**config.mk**
```make
export PLATFORM = sky130hd
export DESIGN_NAME = cnt_seq_ctrl
export DESIGN_NICKNAME = d
export VERILOG_FILES = /design/src/rtl/cnt_ctrl_pkg.sv /design/src/rtl/cnt_shadow.sv /design/src/rtl/cnt_seq_ctrl.sv
export SDC_FILE = /design/constraint.sdc
export NUM_CORES = 1
export LEC_CHECK = 0
export ABC_CLOCK_PERIOD_IN_PS = 2700
export CAP_MARGIN = 20
export CELL_PAD_IN_SITES_DETAIL_PLACEMENT = 1
export CELL_PAD_IN_SITES_GLOBAL_PLACEMENT = 1
export CORE_ASPECT_RATIO = 0.5
export CORE_MARGIN = 10
export CORE_UTILIZATION = 40
export CTS_CLUSTER_DIAMETER = 150
export DETAILED_ROUTE_END_ITERATION = 12
export PLACE_DENSITY_LB_ADDON = 0.1
export SLEW_MARGIN = 20
export SYNTH_ARGS = -nofsm -noshare
export SYNTH_HDL_FRONTEND = slang
export SYNTH_SLANG_ARGS = --single-unit
```
**constraint.sdc**
```tcl
create_clock -name clk -period 2.7 [get_ports clk]
set_input_delay 0.81 -clock clk [delete_from_list [all_inputs] [get_ports clk]]
set_output_delay 0.81 -clock clk [all_outputs]
set_load 0.01 [all_outputs]
```
**src/rtl/cnt_ctrl_pkg.sv**
```systemverilog
`default_nettype none
// ============================================================================
// Module      : cnt_ctrl_pkg
// Description : Shared op encodings and FSM state encoding for cnt_seq_ctrl.
// Revision    : 1.0 - initial release
// ============================================================================
package cnt_ctrl_pkg;

    localparam logic [1:0] OP_CLEAR   = 2'b00;
    localparam logic [1:0] OP_LOAD    = 2'b01;
    localparam logic [1:0] OP_COUNT   = 2'b10;
    localparam logic [1:0] OP_CAPTURE = 2'b11;

    localparam logic [2:0] ST_IDLE = 3'd0;
    localparam logic [2:0] ST_CLR  = 3'd1;
    localparam logic [2:0] ST_LD   = 3'd2;
    localparam logic [2:0] ST_CNT  = 3'd3;
    localparam logic [2:0] ST_CAP  = 3'd4;
    localparam logic [2:0] ST_DONE = 3'd5;

    typedef enum logic [2:0] {
        S_IDLE = ST_IDLE,
        S_CLR  = ST_CLR,
        S_LD   = ST_LD,
        S_CNT  = ST_CNT,
        S_CAP  = ST_CAP,
        S_DONE = ST_DONE
    } state_t;

endpackage : cnt_ctrl_pkg
`default_nettype wire

```
**src/rtl/cnt_shadow.sv**
```systemverilog
`default_nettype none
// ============================================================================
// Module      : cnt_shadow
// Description : Shadow of the external up/down counter, driven from the same
//               registered control lines, with sticky wrap detection.
// Revision    : 1.0 - initial release
// ============================================================================
module cnt_shadow
    import cnt_ctrl_pkg::*;
#(
    parameter int WIDTH = 4
) (
    input  logic             clk,
    input  logic             rst,
    input  logic             cclr_n,
    input  logic             load_n,
    input  logic             en_n,
    input  logic             updown,
    input  logic [WIDTH-1:0] datain,
    input  logic             wrap_clr,
    output logic [WIDTH-1:0] count,
    output logic             wrap
);

    localparam logic [WIDTH-1:0] C_MAX  = '1;
    localparam logic [WIDTH-1:0] C_ZERO = '0;

    logic [WIDTH-1:0] r_count;
    logic             r_wrap;

    always_ff @(posedge clk or posedge rst) begin
        if (rst) begin
            r_count <= '0;
            r_wrap  <= 1'b0;
        end else begin
            if (wrap_clr) begin
                r_wrap <= 1'b0;
            end
            // Clear beats load beats count, matching the counter's priority.
            if (!cclr_n) begin
                r_count <= '0;
            end else if (!load_n) begin
                r_count <= datain;
            end else if (!en_n) begin
                if (updown) begin
                    r_count <= r_count + 1'b1;
                    if (r_count == C_MAX) begin
                        r_wrap <= 1'b1;
                    end
                end else begin
                    r_count <= r_count - 1'b1;
                    if (r_count == C_ZERO) begin
                        r_wrap <= 1'b1;
                    end
                end
            end
        end
    end

    assign count = r_count;
    assign wrap  = r_wrap;

endmodule : cnt_shadow
`default_nettype wire

```
**src/rtl/cnt_seq_ctrl.sv**
```systemverilog
`default_nettype none
// ============================================================================
// Module      : cnt_seq_ctrl
// Description : Command sequencer for a 4-bit up/down counter with storage
//               register; drives its active-low controls and shadows its value.
// Revision    : 1.0 - initial release
// ============================================================================
module cnt_seq_ctrl
    import cnt_ctrl_pkg::*;
#(
    parameter int WIDTH  = 4,
    parameter int STEP_W = 8
) (
    input  logic              clk,
    input  logic              rst,
    input  logic              cmd_valid,
    output logic              cmd_ready,
    input  logic [1:0]        cmd_op,
    input  logic              cmd_dir,
    input  logic [WIDTH-1:0]  cmd_data,
    input  logic [STEP_W-1:0] cmd_steps,
    output logic              cclr_n,
    output logic              load_n,
    output logic              enp_n,
    output logic              ent_n,
    output logic              updown,
    output logic [WIDTH-1:0]  datain,
    output logic              rck,
    output logic              g_n,
    output logic              busy,
    output logic              done,
    output logic [WIDTH-1:0]  count,
    output logic              wrap
);

    state_t            r_state;
    state_t            w_next;
    logic              w_accept;
    logic              w_cnt_last;
    logic              w_en_next;
    logic [STEP_W-1:0] w_steps_next;

    logic [STEP_W-1:0] r_steps;
    logic [STEP_W-1:0] r_step;
    logic              r_ready;
    logic              r_busy;
    logic              r_done;
    logic              r_cclr_n;
    logic              r_load_n;
    logic              r_en_n;
    logic              r_updown;
    logic [WIDTH-1:0]  r_datain;
    logic              r_rck;
    logic              r_g_n;

    always_comb begin
        w_accept     = (r_state == S_IDLE) && cmd_valid;
        w_steps_next = w_accept ? cmd_steps : r_steps;
        w_cnt_last   = (r_steps == '0) ||
                       (({1'b0, r_step} + 1'b1) == {1'b0, r_steps});
        w_next       = r_state;
        case (r_state)
            S_IDLE: begin
                if (w_accept) begin
                    case (cmd_op)
                        OP_CLEAR: w_next = S_CLR;
                        OP_LOAD:  w_next = S_LD;
                        OP_COUNT: w_next = S_CNT;
                        default:  w_next = S_CAP;
                    endcase
                end
            end
            S_CLR, S_LD, S_CAP: w_next = S_DONE;
            S_CNT: begin
                if (w_cnt_last) begin
                    w_next = S_DONE;
                end
            end
            S_DONE:  w_next = S_IDLE;
            default: w_next = S_IDLE;
        endcase
        // A zero-step COUNT still spends one cycle in CNT, with enables off.
        w_en_next = (w_next == S_CNT) && (w_steps_next != '0);
    end

    // Outputs are registered from the next state so each control line is
    // valid for the whole cycle its state occupies.
    always_ff @(posedge clk or posedge rst) begin
        if (rst) begin
            r_state  <= S_IDLE;
            r_steps  <= '0;
            r_step   <= '0;
            r_ready  <= 1'b1;
            r_busy   <= 1'b0;
            r_done   <= 1'b0;
            r_cclr_n <= 1'b1;
            r_load_n <= 1'b1;
            r_en_n   <= 1'b1;
            r_updown <= 1'b1;
            r_datain <= '0;
            r_rck    <= 1'b0;
            r_g_n    <= 1'b1;
        end else begin
            r_state  <= w_next;
            r_ready  <= (w_next == S_IDLE);
            r_busy   <= (w_next != S_IDLE);
            r_done   <= (w_next == S_DONE);
            r_cclr_n <= (w_next != S_CLR);
            r_load_n <= (w_next != S_LD);
            r_en_n   <= !w_en_next;
            r_rck    <= (w_next == S_CAP);

            if (w_accept) begin
                r_steps <= cmd_steps;
                r_step  <= '0;
                if (cmd_op == OP_LOAD) begin
                    r_datain <= cmd_data;
                end
                if (cmd_op == OP_COUNT) begin
                    r_updown <= cmd_dir;
                end
            end else if (r_state == S_CNT) begin
                r_step <= r_step + 1'b1;
            end

            if (r_state == S_CAP) begin
                r_g_n <= 1'b0;
            end else if (r_state == S_CLR) begin
                r_g_n <= 1'b1;
            end
        end
    end

    cnt_shadow #(
        .WIDTH (WIDTH)
    ) u_shadow (
        .clk      (clk),
        .rst      (rst),
        .cclr_n   (r_cclr_n),
        .load_n   (r_load_n),
        .en_n     (r_en_n),
        .updown   (r_updown),
        .datain   (r_datain),
        .wrap_clr (w_accept),
        .count    (count),
        .wrap     (wrap)
    );

    assign cmd_ready = r_ready;
    assign busy      = r_busy;
    assign done      = r_done;
    assign cclr_n    = r_cclr_n;
    assign load_n    = r_load_n;
    assign enp_n     = r_en_n;
    assign ent_n     = r_en_n;
    assign updown    = r_updown;
    assign datain    = r_datain;
    assign rck       = r_rck;
    assign g_n       = r_g_n;

endmodule : cnt_seq_ctrl
`default_nettype wire

```
==> out/metrics.yaml, run 1 <==
run_status:
  status: "finished clean"
synth:
  synth-edff-count: 0
  synth_top_area_share_pct: 38.0
  async_reset_ff_share_pct: 100
  yosys-top-cells-count: "dfrtp_1, nand2_1, nor2_1"
  yosysSeqAreaShare_pct: 45.7
  syn_area_mm2: 0.00204
  synth.distinct_cells: 49
  ys_top_cells_by_area: "dfrtp_1, dfstp_2, mux2_2, ha_1, nand2_1"
  synth_fp_nets: 227
  syn_area_per_cell_um2: 10.2
  yosys_warnings: 0
  netlist_instances: 201
  yosys.cell_count.top_type: "dfrtp_1"
  ys_ff_latch: 37
  synthFlopType: "dfrtp_1"
  yosysTopAreaCell: "dfrtp_1"
final_layout:
  nFillCells: 547
  layout.nets: 267
  syn2layout_area_growth_pct: 28.4
  diodes: 0
  drive_gt1_share_pct: 17.4
sta:
  tns_ps: 0
  hold_viol: 0
  setup_viol: 0
  finClkSkew_ps: 5.04
  slew_headroom_pct: 59.5
  worst_slew_pin_slew_ps: 600
  finalCriticalPeriod_ps: 2450
  fmax_mhz: 409
  final.period_utilization_pct: 90.6
  slew_viol_final: 0
  rsz0062_at_grt: "false"
  setup_slack_ps: 254
setup_path:
  ff2ff_setup_slack_ps: 350
  critical_path_class: "input port to flip-flop"
  cpMaxStageDelayCell: "clkdlybuf4s50_1"
  cp-end-kind: "flip-flop"
  cp-start-kind: "input port"
  required_ps: 2930
  critPathMaxStageDelay_ps: 500
  crit_chain: "clkdlybuf4s50_1, and2_1, mux2_2, nor4_1, nand2_1, nand4_1"
  critical_path.max_fanout: 9
  arrival_ps: 2680
routing:
  wl_per_cell_um: 16.5
  drc: 0
  wl_met3_um: 189
  vias_per_cell: 5.23
  ant_nets: 0
  wl_met1_um: 2330
  drt_iter0_drc: 32
  wl_met2_um: 2610
  vias: 1632
  wl_um: 5150
  drt_pre_antenna_iters: 3
  topRoutingLayerUsed: "met4"
pwr:
  powerDensity_mw_per_mm2: 998
  cellLeakagePower_uw: 0.00110
  ir_drop_mv: 0.339
global_routing:
  gr-total-overflow: 0
  grt_pass1_wl_um: 8880
  grt_pass1_vias: 1738
  grt_usage_pct: 12.6
  antenna_found_initial: 0
  grt_max_degree: 38
floorplanning:
  core_area_mm2: 0.00493
  rows: 18
  start_util_pct: 41.4
  io-pin-count: 37
  die_y_um: 70.5
  die_area_mm2: 0.00854
  die_w_um: 121
cts:
  insertion_delay_ps: 290
  clkSlewWorstSetupHoldPaths_ps: 80
  clock_path_buffers: 2
  cts_buffers: 5
  cts_hold_buf: 0
  cts_tree: "done"
  cts_resized: 0
  h-tree-depth: 2
  cts_sinks: 37
  postCtsSetupBuffers: 0
  cts-root-buf: "clkbuf_8"
placement:
  portBuffers: 36
  pre_cts_slack_ps: 25.1
  place_congestion: 0.794
  dp_hpwl_um: 4060
run:
  cap_violations: 0
worst_hold_path:
  hold_class: "flip-flop to flip-flop"
registers in the layout, indices dropped and copies added, names as in the netlist, 3 cells and up:
register / cells
u_shadow.count: 4
r_state: 3
r_steps: 8
datain: 4
r_step: 8
routing by layer:
metal / up-vias / GRT usage, %
met1: 830 / 15.1
met2: 20 / 21.8
met3: 2 / 3.61
met4: 0 / 2.79
met5: - / 0
li1: 780 / -
worst max-delay path: cells and delay by family:
family | cells | cell delay, ps
and+or+nand+nor | 4 | 960
buffers and inverters | 1 | 500
muxes | 1 | 400
power breakdown:
| group | internal [uW] | switching (uW) | total [uW] |
|---|---|---|---|
| clock network | 372 | 213 | 585 |
| registers | 763 | 226 | 989 |
| logic | 562 | 480 | 1040 |
final cells by class:
| type | count | area (um2) | share of cell area, % |
|---|---|---|---|
| clock buffer | 5 | 68.8 | 2.63 |
| clock inverter | 3 | 68.8 | 2.63 |
| inverter | 13 | 48.8 | 1.86 |
| multi-input combinational | 143 | 1020 | 38.8 |
| sequential | 37 | 933 | 35.6 |
| tap | 70 | 87.6 | 3.34 |
| timing repair buffer | 41 | 398 | 15.2 |
final timing paths:
kind,cells past startpoint,start,end
worst max-delay path,6,cmd_valid,enp_n$_DFF_PP1_
worst min-delay path,1,r_state[2]$_DFF_PP0_,g_n$_DFFE_PP1P_
worst max register to register,6,r_step[0]$_DFFE_PP0P_,done$_DFF_PP0_
worst min register to register,1,r_state[2]$_DFF_PP0_,g_n$_DFFE_PP1P_
max in group asynchronous,3,rst,g_n$_DFFE_PP1P_
min in group asynchronous,3,rst,rck$_DFF_PP0_
metrics by stage:
step	util, %	total power (uW)	cells	hold WS [ps]	area, um2
after global placement	50.4	2010	304	480	2480
after global routing	53.1	2810	312	534	2620
after CTS	53.1	2660	312	520	2620
after detailed placement	50.4	2060	304	523	2480
final	53.1	2620	312	532	2620
after floorplan	-	1610	201	448	2040
cells by family after synthesis:
group / share of synthesized area (%)
and+or+nand+nor: 15.7
AOI/OAI and AO/OA: 14.2
DFF: 45.7
buffers and inverters: 4.53
muxes: 8.64
xor gates and xnor gates: 6.01
adders and majority gates: 5.27
placed cells by master (no fill, tap or decap), types with 2 or more instances in the layout:
cell              n
clkdlybuf4s50_1  36
dfstp_2           6
xnor2_1           9
nor4_1            4
or2_2             2
ha_1              7
and2_1            2
nor2_1           17
o22ai_1           2
nand2_1          21
buf_4             5
o21ai_0          15
nand3b_1          2
mux2_2           13
mux2i_1           3
o32ai_1           2
nand4_1           2
dfrtp_1          31
xor2_1            5
nor3_1            3
clkbuf_8          5
bufinv_16         2
nand3_1           4
inv_1            13
a21oi_1           6
Power figures use the tool's default switching activity.
==> run 2: changes to the inputs <==
--- a/config.mk
+++ b/config.mk
@@ -14,6 +14,7 @@
 export CORE_UTILIZATION = 40
 export CTS_CLUSTER_DIAMETER = 150
 export DETAILED_ROUTE_END_ITERATION = 12
+export GPL_ROUTABILITY_DRIVEN = 1
 export PLACE_DENSITY_LB_ADDON = 0.1
 export SLEW_MARGIN = 20
 export SYNTH_ARGS = -nofsm -noshare
==> results of run 2 <==
The final DEF is identical to that of run 1; final timing and power are the same.
